$ cat config.mk
export PLATFORM = sky130hd
export DESIGN_NAME = sem_channel
export DESIGN_NICKNAME = d
export VERILOG_FILES = /design/src/rtl/sem_channel.sv
export SDC_FILE = /design/constraint.sdc
export NUM_CORES = 1
export LEC_CHECK = 0
export CAP_MARGIN = 10
export CORE_MARGIN = 1.5
export CORE_UTILIZATION = 50
export DETAILED_ROUTE_END_ITERATION = 8
export PLACE_DENSITY = 0.77
export SLEW_MARGIN = 10
export SYNTH_ARGS = -nofsm -noshare
export SYNTH_HDL_FRONTEND = slang
export SYNTH_SLANG_ARGS = --single-unit
export TNS_END_PERCENT = 100
$ cat constraint.sdc
create_clock -name clk -period 4.7 [get_ports clk]
set_clock_uncertainty 0.1 [all_clocks]
set_input_delay 0.705 -clock clk [delete_from_list [all_inputs] [get_ports clk]]
set_output_delay 0.705 -clock clk [all_outputs]
set_load 0.05 [all_outputs]
$ cat src/rtl/sem_channel.sv
// Semaphore mailbox FIFO between two cpus; first-word-fall-through, registered flags, optional sticky error flags (SEM_CHANNEL_ERR_EN).
// Latency: a pushed token is visible on rd_data the cycle after the write edge.
// Backpressure: writes refused while wr_full, pops ignored while ~rd_valid.
module sem_channel #(
    parameter int DATA_WIDTH  = 1,
    parameter int DEPTH       = 4,
    parameter int LEVEL_WIDTH = $clog2(DEPTH) + 1
) (
    input  logic                   clk,
    input  logic                   rst,
    input  logic [DATA_WIDTH-1:0]  wr_data,
    input  logic                   wr_valid,
    output logic                   wr_empty,
    output logic                   wr_full,
    output logic [DATA_WIDTH-1:0]  rd_data,
    output logic                   rd_valid,
    input  logic                   rd_ack,
    output logic [LEVEL_WIDTH-1:0] level,
    output logic                   err_ovf,
    output logic                   err_udf
);

    localparam int PTR_WIDTH = $clog2(DEPTH);
    localparam logic [LEVEL_WIDTH-1:0] FULL_LEVEL = LEVEL_WIDTH'(DEPTH);
    localparam logic [LEVEL_WIDTH-1:0] ZERO_LEVEL = '0;

    logic [DATA_WIDTH-1:0]  mem [DEPTH];
    logic [PTR_WIDTH-1:0]   wr_ptr;
    logic [PTR_WIDTH-1:0]   rd_ptr;
    logic [LEVEL_WIDTH-1:0] level_nxt;
    logic                   push;
    logic                   pop;

    // Full is registered, so a pop on a full cycle cannot free a slot for a same-cycle write.
    assign push = wr_valid & ~wr_full;
    assign pop  = rd_ack & rd_valid;

    always_comb begin
        level_nxt = level;
        if (push && !pop) begin
            level_nxt = level + 1'b1;
        end else if (pop && !push) begin
            level_nxt = level - 1'b1;
        end
    end

    always_ff @(posedge clk or negedge rst) begin
        if (!rst) begin
            wr_ptr   <= '0;
            rd_ptr   <= '0;
            level    <= '0;
            wr_full  <= 1'b0;
            wr_empty <= 1'b1;
            rd_valid <= 1'b0;
        end else begin
            if (push) begin
                wr_ptr <= wr_ptr + 1'b1;
            end
            if (pop) begin
                rd_ptr <= rd_ptr + 1'b1;
            end
            level    <= level_nxt;
            wr_full  <= (level_nxt == FULL_LEVEL);
            wr_empty <= (level_nxt == ZERO_LEVEL);
            rd_valid <= (level_nxt != ZERO_LEVEL);
        end
    end

    // Storage is deliberately left out of reset; stale words are masked by rd_valid.
    always_ff @(posedge clk) begin
        if (push) begin
            mem[wr_ptr] <= wr_data;
        end
    end

    assign rd_data = rd_valid ? mem[rd_ptr] : '0;

`ifdef SEM_CHANNEL_ERR_EN
    always_ff @(posedge clk or negedge rst) begin
        if (!rst) begin
            err_ovf <= 1'b0;
            err_udf <= 1'b0;
        end else begin
            if (wr_valid && wr_full) begin
                err_ovf <= 1'b1;
`ifndef SYNTHESIS
                $display("sem_channel warning: write while full at %0t", $time);
`endif
            end
            if (rd_ack && !rd_valid) begin
                err_udf <= 1'b1;
`ifndef SYNTHESIS
                $display("sem_channel warning: pop while empty at %0t", $time);
`endif
            end
        end
    end
`else
    assign err_ovf = 1'b0;
    assign err_udf = 1'b0;
`endif

endmodule

==> flow_metrics.py, run 1 <==
metrics = {
    "final_layout": {
        "syn2layout_area_growth_pct": 17.03,
        "mostFrequentLayoutCell": "clkdlybuf4s50_1",
        "multiInputGateArea_sq_um": 335.3,
        "ff_latch_area_sq_um": 371.6,
        "antenna_cells": 0,
        "fin_util": 0.6497,
        "fillers": 102,
        "final_cell_mix": "clkdlybuf4s50_1 (11), dfrtp_1 (9), xnor2_1 (6), ha_1 (6), and2_1 (5)",
        "layout.nets": 86,
        "drive_gt1_frac": 0.1081,
    },
    "timing": {
        "rsz0062_at_grt": "no",
        "timing.final.crit_period_ns": 2.838,
        "max_freq_ghz": 0.3524,
        "maxSlewHeadroom": 0.6060,
        "finalMaxSlewViolations": 0,
        "setup_viol": 0,
        "hold_viol_final": 0,
        "fin_crit_sh": 0.6038,
        "tightestPinTransition_ns": 0.5883,
        "finalSetupTns_ns": 0,
    },
    "critical_path": {
        "endpoint_kind": "output port",
        "required_ns": 3.89,
        "reg2regPathDepth": 6,
        "arrival_ns": 2.03,
        "start_kind": "register",
        "critPathMaxFanout": 3,
        "r2r_start": "level[0]$_DFF_PN0_",
        "reg2reg_setup_slack_ns": 2.82,
        "crit_type": "reg -> out",
        "r2r_end": "rd_valid$_DFF_PN0_",
    },
    "global_route": {
        "grt_max_degree": 16,
        "grt-ovfl-total": 0,
        "grt_use_total": 0.1530,
        "antenna_found_initial": 0,
        "grt_pass1_wl_um": 1945,
        "grt_pass1_vias": 436,
    },
    "cts": {
        "h-tree-depth": 1,
        "cts.sinks": 14,
        "cts_tree": "done",
        "cts_setup_buffers": 0,
        "clk_path_buf_depth": 2,
        "cts_buffers": 3,
        "clk_pin_slew_ns": 0.08,
        "postCtsHoldBufs": 0,
        "clkLatencyLatePin_ns": 0.27,
        "cts_resized": 0,
        "cts-root-buf": "clkbuf_4",
    },
    "synthesis": {
        "netlist_instances": 62,
        "synth_top_area_frac": 0.3005,
        "yosysSeqAreaShare": 0.4958,
        "synth_top_area_cell": "dfrtp_1",
        "syn_area_per_cell_sq_um": 12.09,
        "synth_area_sq_um": 749.5,
        "ys_ff_latch": 14,
        "synth_area_leaders": "dfrtp_1 (30%), edfxtp_1 (16%), ha_1 (10%)",
        "synthDistinctLibCells": 28,
        "yosys_warnings": 0,
    },
    "route": {
        "drt_first_iter_violations": 4,
        "drc": 0,
        "vias": 450,
        "postRouteAntennaNets": 0,
        "firstDrtPassIters": 2,
        "via_per_inst": 5.056,
        "routedWlPerCell_um": 12.79,
        "wirelength_um": 1138,
    },
    "die": {
        "die_h_um": 41.72,
        "start_util": 0.5551,
        "core-area_sq_um": 1350,
        "rows": 13,
        "die_w_um": 41.72,
        "dieArea_sq_um": 1740,
        "num_io_pins": 14,
    },
    "worst_hold_path": {
        "hold_end": "rd_ptr[1]$_DFFE_PN0P_",
        "hold_path_depth": 1,
        "hp-start": "rd_ptr[1]$_DFFE_PN0P_",
        "hold_class": "reg -> reg",
    },
    "power": {
        "power.switching_w": 0.0002756,
        "p_int_w": 0.0003419,
        "ir_drop_uv": 338.5,
        "pwr-share-comb": 0.541,
        "power_w": 0.0006175,
        "power.share.clock": 0.113,
        "swShare": 0.4463,
        "p_leak_nw": 0.3618,
        "pwr-share-seq": 0.346,
        "p_per_area_nw_per_um2": 704.0,
    },
    "placed_design": {
        "io_buffers": 11,
        "dp_hpwl_um": 867.1,
        "gp_congestion": 0.7887,
    },
    "flow_run": {
        "drv_cap": 0,
    },
    "status": {
        "status": "finished, final reports clean",
    },
}
## worst max path at each step
stage,startpoint,end,slack [ns],cells after the start
floorplan,level[0]$_DFF_PN0_,rd_valid$_DFF_PN0_,2.63,6
global placement,wr_valid,rd_valid$_DFF_PN0_,2.11,5
detailed placement,wr_valid,rd_valid$_DFF_PN0_,2.06,5
CTS,rd_ptr[0]$_DFFE_PN0P_,rd_data,1.84,3
global route,rd_ptr[0]$_DFFE_PN0P_,rd_data,1.80,3
finish,rd_ptr[0]$_DFFE_PN0P_,rd_data,1.86,3
## synthesized netlist by cell type (all sizes together)
master,instances
a211oi,1
and2,5
mux4,1
or3,1
dfrtp,9
nand2,4
edfxtp,4
nor2,1
or2,1
dfstp,1
nand3,2
o311a,1
nand4b,1
conb,1
inv,4
xnor2,6
maj3,2
mux2i,1
nor2b,2
o21ai,2
buf,4
ha,6
a21boi,1
xor2,1
## layer usage
layer  vias to the layer above  global-route usage  part of all wire
met1                       213              0.2086              0.52
met3                         2             0.03478             0.040
met4                         0             0.09677            0.0088
li1                        224                   -                 -
met2                        11              0.2188              0.43
met5                         -                   0                 0
## sequential cells by signal, summed over array words and instances (netlist names)
name,count
mem,4
rd_valid,1
wr_ptr,2
wr_empty,1
wr_full,1
level,3
rd_ptr,2
## kinds of logic after synthesis
| logic type | after synthesis | share of synthesized area |
|---|---|---|
| multiplexers | 2 | 0.04340 |
| AO/OA/AOI/OAI | 5 | 0.05342 |
| XOR/XNOR | 7 | 0.08180 |
| flip-flops | 14 | 0.4958 |
| adder cells (fa/ha/maj) | 8 | 0.1269 |
| AND/OR/NAND/NOR | 17 | 0.1319 |
| other | 1 | 0.005004 |
| buffers and inverters | 8 | 0.06175 |
## through the flow
stage	setup slack (ns)	hold slack (ns)	instances	area (sq um)
6_report	1.862	0.3886	89	877.1
2_1_floorplan	2.635	0.3094	63	753.2
5_1_grt	1.797	0.4222	89	877.1
3_5_place_dp	2.056	0.3809	85	850.8
4_1_cts	1.840	0.3930	89	877.1
3_3_place_gp	2.114	0.3774	85	850.8
## critical path, cell delays in order, from the launching register on
cell,delay [ns]
dfrtp_1,0.41
mux4_2,0.50
and2_1,0.17
clkdlybuf4s50_1,0.69
## power groups by stage
stage | registers, W | clock network [W] | logic (W)
after global placement | 0.000215 | 0 | 0.000326
final | 0.000214 | 0.0000696 | 0.000334
after global routing | 0.000222 | 0.0000750 | 0.000365
after detailed placement | 0.000216 | 0 | 0.000333
after floorplan | 0.000278 | 0 | 0.000184
after CTS | 0.000214 | 0.0000715 | 0.000336
## layout make-up
type / count / share of cell area
Sequential cell: 14 / 0.4237
Clock buffer: 4 / 0.02996
Multi-Input combinational cell: 41 / 0.3823
Timing Repair Buffer: 11 / 0.1255
Inverter: 4 / 0.01712
Tap cell: 15 / 0.02140
No activity file was read; power rests on OpenSTA's default activity.
==> run 2, diff against run 1 <==
--- a/config.mk
+++ b/config.mk
@@ -7,9 +7,9 @@
 export LEC_CHECK = 0
 export CAP_MARGIN = 10
 export CORE_MARGIN = 1.5
-export CORE_UTILIZATION = 50
+export CORE_UTILIZATION = 44
 export DETAILED_ROUTE_END_ITERATION = 8
-export PLACE_DENSITY = 0.77
+export PLACE_DENSITY = 0.72
 export SLEW_MARGIN = 10
 export SYNTH_ARGS = -nofsm -noshare
 export SYNTH_HDL_FRONTEND = slang
==> constraint.sdc (replaced) <==
create_clock -name clk -period 2.32 [get_ports clk]
set_clock_uncertainty 0.1 [all_clocks]
set_input_delay 0.348 -clock clk [delete_from_list [all_inputs] [get_ports clk]]
set_output_delay 0.348 -clock clk [all_outputs]
set_load 0.05 [all_outputs]
==> flow_metrics.py, run 2 (same netlist as run 1, synthesis figures left out) <==
metrics = {
    "flow_run": {
        "drv_cap": 0,
    },
    "critical_path": {
        "endpoint_kind": "output port",
        "cpPeakStageDelay_ns": 0.79,
        "crit_family": "buffers and inverters",
        "required_ns": 1.87,
        "slowest_stage": "clkdlybuf4s50_1",
        "crit_type": "reg -> out",
        "arrival_ns": 1.61,
        "critPathMaxFanout": 1,
        "cp.depth": 1,
        "reg2regPathDepth": 6,
        "crit_chain": "clkdlybuf4s50_1",
        "start_kind": "register",
        "cp_num_buf_inv": 1,
    },
    "final_layout": {
        "drive_gt1_frac": 0.1467,
        "layout.nets": 87,
        "final_cell_mix": "clkdlybuf4s50_1 (10), dfrtp_1 (9), xnor2_1 (6), ha_1 (6), and2_1 (5)",
        "top_register": "mem",
        "fillers": 133,
        "syn2layout_area_growth_pct": 19.20,
        "largest_reg_flops": 4,
        "mostFrequentLayoutCell": "clkdlybuf4s50_1",
        "top_regs": "mem: 4 flops, level: 3 flops",
        "antenna_cells": 0,
        "layout.cells.non_filler": 91,
    },
    "timing": {
        "timing.final.crit_period_ns": 2.054,
        "hold_viol_final": 0,
        "rsz0062_at_grt": "no",
        "setup_viol": 0,
        "max_freq_ghz": 0.4869,
        "finalSetupTns_ns": 0,
        "tightestPinTransition_ns": 0.4962,
        "finalMaxSlewViolations": 0,
        "maxSlewHeadroom": 0.6682,
        "fin_crit_sh": 0.8852,
    },
    "die": {
        "core-area_sq_um": 1541,
        "dieArea_sq_um": 1960,
        "die_h_um": 44.27,
        "start_util": 0.4862,
        "die_w_um": 44.27,
        "rows": 14,
        "num_io_pins": 14,
    },
    "power": {
        "p_leak_nw": 0.3738,
        "p_per_area_nw_per_um2": 1438,
        "swShare": 0.4391,
        "pwr-share-comb": 0.524,
        "p_int_w": 0.0007207,
        "power.switching_w": 0.0005642,
        "power.share.clock": 0.138,
        "ir_drop_uv": 784.5,
        "pwr-share-seq": 0.338,
    },
    "route": {
        "wirelength_um": 1219,
        "vias": 451,
        "drt_first_iter_violations": 3,
        "firstDrtPassIters": 3,
        "routedWlPerCell_um": 13.40,
        "drc": 0,
        "postRouteAntennaNets": 0,
        "via_per_inst": 4.956,
    },
    "worst_hold_path": {
        "hold_class": "in -> async",
    },
    "cts": {
        "h-tree-depth": 1,
        "cts_tree": "done",
        "clk_path_buf_depth": 2,
        "cts_setup_buffers": 0,
        "cts.sinks": 14,
        "cts-root-buf": "clkbuf_4",
        "postCtsHoldBufs": 0,
        "cts_resized": 0,
        "clkLatencyLatePin_ns": 0.28,
        "clk_pin_slew_ns": 0.09,
        "cts_buffers": 3,
    },
    "placed_design": {
        "dp_cells": 87,
        "gp_congestion": 0.7390,
        "dp_hpwl_um": 856.7,
        "io_buffers": 11,
    },
    "global_route": {
        "grt.busiest_layer": "met2",
        "use_met2": 0.2647,
        "grtUsageMet1": 0.1873,
        "use_met3": 0.03673,
        "antenna_found_initial": 0,
        "grt-ovfl-total": 0,
        "grt_pass1_wl_um": 2111,
        "grt_use_total": 0.1538,
        "grt_pass1_vias": 486,
        "grt_max_degree": 14,
    },
    "status": {
        "status": "finished, final reports clean",
    },
}
==> run 2: path summary, 6_finish.rpt <==
check	slack, ns	to	from
min in group clk	0.39	rd_ptr[1]$_DFFE_PN0P_	rd_ptr[1]$_DFFE_PN0P_
max	0.27	wr_empty	wr_empty$_DFF_PN1_
max reg2reg	0.46	wr_full$_DFF_PN0_	level[0]$_DFF_PN0_
max in group asynchronous	1.50	wr_empty$_DFF_PN1_	rst
min reg2reg	0.39	rd_ptr[1]$_DFFE_PN0P_	rd_ptr[1]$_DFFE_PN0P_
min	0.28	rd_ptr[1]$_DFFE_PN0P_	rst
==> run 2: layout make-up <==
cell class | instances | area [sq um] | share of cell area
Clock buffer | 4 | 36.28 | 0.04062
Sequential cell | 14 | 371.6 | 0.4160
Inverter | 4 | 15.01 | 0.01681
Timing Repair Buffer | 12 | 115.1 | 0.1289
Tap cell | 16 | 20.02 | 0.02241
Multi-Input combinational cell | 41 | 335.3 | 0.3754
==> run 2: metal layers <==
metal	vias up	part of all wire	routed length [um]
met2	13	0.48	588
met3	2	0.037	45
met4	0	0.015	18
li1	230	-	-
met1	206	0.46	566
met5	-	0	0
==> run 2: power groups by stage <==
| stage | Combinational, W | Clock, W | Sequential, W |
|---|---|---|---|
| finish | 0.000674 | 0.000177 | 0.000434 |
| global route | 0.000735 | 0.000190 | 0.000448 |
| CTS | 0.000678 | 0.000182 | 0.000436 |
| detailed placement | 0.000669 | 0 | 0.000438 |
| global placement | 0.000665 | 0 | 0.000436 |
| floorplan | 0.000372 | 0 | 0.000563 |
==> run 2: per-stage QoR <==
| step | utilization | hold slack (ns) | total power [W] | setup WS [ns] | instance area [sq um] |
|---|---|---|---|---|---|
| after CTS | 0.5795 | 0.2913 | 0.001297 | 0.2616 | 893.4 |
| after global routing | 0.5795 | 0.3239 | 0.001373 | 0.2389 | 893.4 |
| final | 0.5795 | 0.2759 | 0.001285 | 0.2663 | 893.4 |
| after detailed placement | 0.5560 | 0.3795 | 0.001108 | 0.3180 | 857.1 |
| after floorplan | - | -0.04759 | 0.0009350 | 0.2546 | 753.2 |
| after global placement | 0.5560 | 0.3807 | 0.001101 | 0.3498 | 857.1 |
==> run 3, diff against run 2 <==
--- a/config.mk
+++ b/config.mk
@@ -6,7 +6,6 @@
 export NUM_CORES = 1
 export LEC_CHECK = 0
 export CAP_MARGIN = 10
-export CORE_MARGIN = 1.5
 export CORE_UTILIZATION = 44
 export DETAILED_ROUTE_END_ITERATION = 8
 export PLACE_DENSITY = 0.72
==> flow_metrics.py, run 3 (same netlist as run 1, synthesis figures left out) <==
metrics = {
    "global_route": {
        "grt_max_degree": 14,
        "antenna_found_initial": 0,
        "grt_pass1_vias": 453,
        "grt_pass1_wl_um": 1945,
        "grt-ovfl-total": 0,
        "grt_use_total": 0.1488,
    },
    "route": {
        "drt_first_iter_violations": 3,
        "wirelength_um": 1177,
        "drc": 0,
        "via_per_inst": 4.890,
        "firstDrtPassIters": 2,
        "routedWlPerCell_um": 12.93,
        "vias": 445,
        "postRouteAntennaNets": 0,
    },
    "power": {
        "power_w": 0.001245,
        "p_per_area_nw_per_um2": 1409,
        "ir_drop_uv": 624.6,
        "p_leak_nw": 0.3682,
    },
    "final_layout": {
        "mostFrequentLayoutCell": "clkdlybuf4s50_1",
        "antenna_cells": 0,
        "drive_gt1_frac": 0.1333,
        "fin_util": 0.5731,
        "syn2layout_area_growth_pct": 17.86,
        "final_cell_area_sq_um": 883.3,
        "ff_latch_area_sq_um": 371.6,
        "top_regs": "mem: 4 flops, level: 3 flops",
        "top_register": "mem",
        "fillers": 141,
        "final_cell_mix": "clkdlybuf4s50_1 (10), dfrtp_1 (9), xnor2_1 (6), ha_1 (6), and2_1 (5)",
        "multiInputGateArea_sq_um": 335.3,
        "largest_reg_flops": 4,
        "layout.nets": 87,
    },
    "timing": {
        "max_freq_ghz": 0.4921,
        "finalSetupTns_ns": 0,
        "fin_crit_sh": 0.8759,
        "hold_viol_final": 0,
        "hold_ws_ns": 0.2888,
        "timing.final.crit_period_ns": 2.032,
        "setup_viol": 0,
        "finalMaxSlewViolations": 0,
        "rsz0062_at_grt": "no",
    },
    "placed_design": {
        "placed_cell_area_sq_um": 857.1,
        "dp_hpwl_um": 864.4,
        "gp_congestion": 0.7197,
        "io_buffers": 11,
    },
    "flow_run": {
        "drv_cap": 0,
    },
    "cts": {
        "cts_resized": 0,
        "cts_setup_buffers": 0,
        "h-tree-depth": 1,
        "clk_path_buf_depth": 2,
        "cts_tree": "done",
        "cts_buffers": 3,
        "clk_pin_slew_ns": 0.09,
        "clkLatencyLatePin_ns": 0.27,
        "cts-root-buf": "clkbuf_4",
        "postCtsHoldBufs": 0,
        "cts.sinks": 14,
    },
    "critical_path": {
        "crit_start": "wr_empty$_DFF_PN1_",
        "slowest_stage": "clkdlybuf4s50_1",
        "arrival_ns": 1.58,
        "endpoint_kind": "output port",
        "cp-endpoint": "wr_empty",
        "reg2regPathDepth": 6,
        "reg2reg_setup_slack_ns": 0.50,
        "r2r_end": "rd_valid$_DFF_PN0_",
        "cpPeakStageDelay_ns": 0.79,
        "r2r_start": "level[0]$_DFF_PN0_",
        "crit_family": "buffers and inverters",
        "required_ns": 1.87,
        "crit_type": "reg -> out",
        "crit_chain": "clkdlybuf4s50_1",
        "cp.depth": 1,
        "cp_num_buf_inv": 1,
        "critPathMaxFanout": 1,
        "start_kind": "register",
    },
    "status": {
        "status": "finished, final reports clean",
    },
    "die": {
        "core-area_sq_um": 1541,
        "num_io_pins": 14,
        "die_h_um": 43.27,
        "start_util": 0.4862,
        "die_w_um": 43.27,
        "dieArea_sq_um": 1872,
        "rows": 14,
    },
    "worst_hold_path": {
        "hold_class": "in -> async",
    },
}
run 3: layer usage:
| metal | GRT usage | wire length, um | vias to the layer above |
|---|---|---|---|
| met4 | 0.09091 | 17 | 0 |
| met1 | 0.1978 | 594 | 204 |
| met3 | 0.03830 | 48 | 2 |
| met2 | 0.2149 | 516 | 10 |
| li1 | - | - | 229 |
| met5 | 0 | 0 | - |
run 3: worst min path at each step:
stage,from,to,depth (start not counted)
CTS,rst,rd_ptr[1]$_DFFE_PN0P_,1
detailed placement,rd_ptr[1]$_DFFE_PN0P_,rd_ptr[1]$_DFFE_PN0P_,1
global route,rst,rd_ptr[1]$_DFFE_PN0P_,1
global placement,rd_ptr[1]$_DFFE_PN0P_,rd_ptr[1]$_DFFE_PN0P_,1
finish,rst,rd_ptr[1]$_DFFE_PN0P_,1
floorplan,rst,level[0]$_DFF_PN0_,0
run 3: cell type report:
class / instances / share of cell area
Sequential cell: 14 / 0.4207
Multi-Input combinational cell: 41 / 0.3796
Timing Repair Buffer: 12 / 0.1303
Clock buffer: 3 / 0.02550
Tap cell: 16 / 0.02266
Inverter: 4 / 0.01700
Clock inverter: 1 / 0.004249
run 3: metrics by stage:
stage,setup WS [ns],std cells
2_1_floorplan,0.2546,63
3_3_place_gp,0.3495,87
3_5_place_dp,0.3145,87
4_1_cts,0.2727,91
5_1_grt,0.2469,91
6_report,0.2878,91
run 3: report_power, final:
part	total, W	switching, W	internal (W)	leakage (nW)
combinational	0.000674	0.000400	0.000274	0.200
sequential	0.000432	0.0000805	0.000351	0.153
clock	0.000139	0.0000770	0.0000622	0.0154
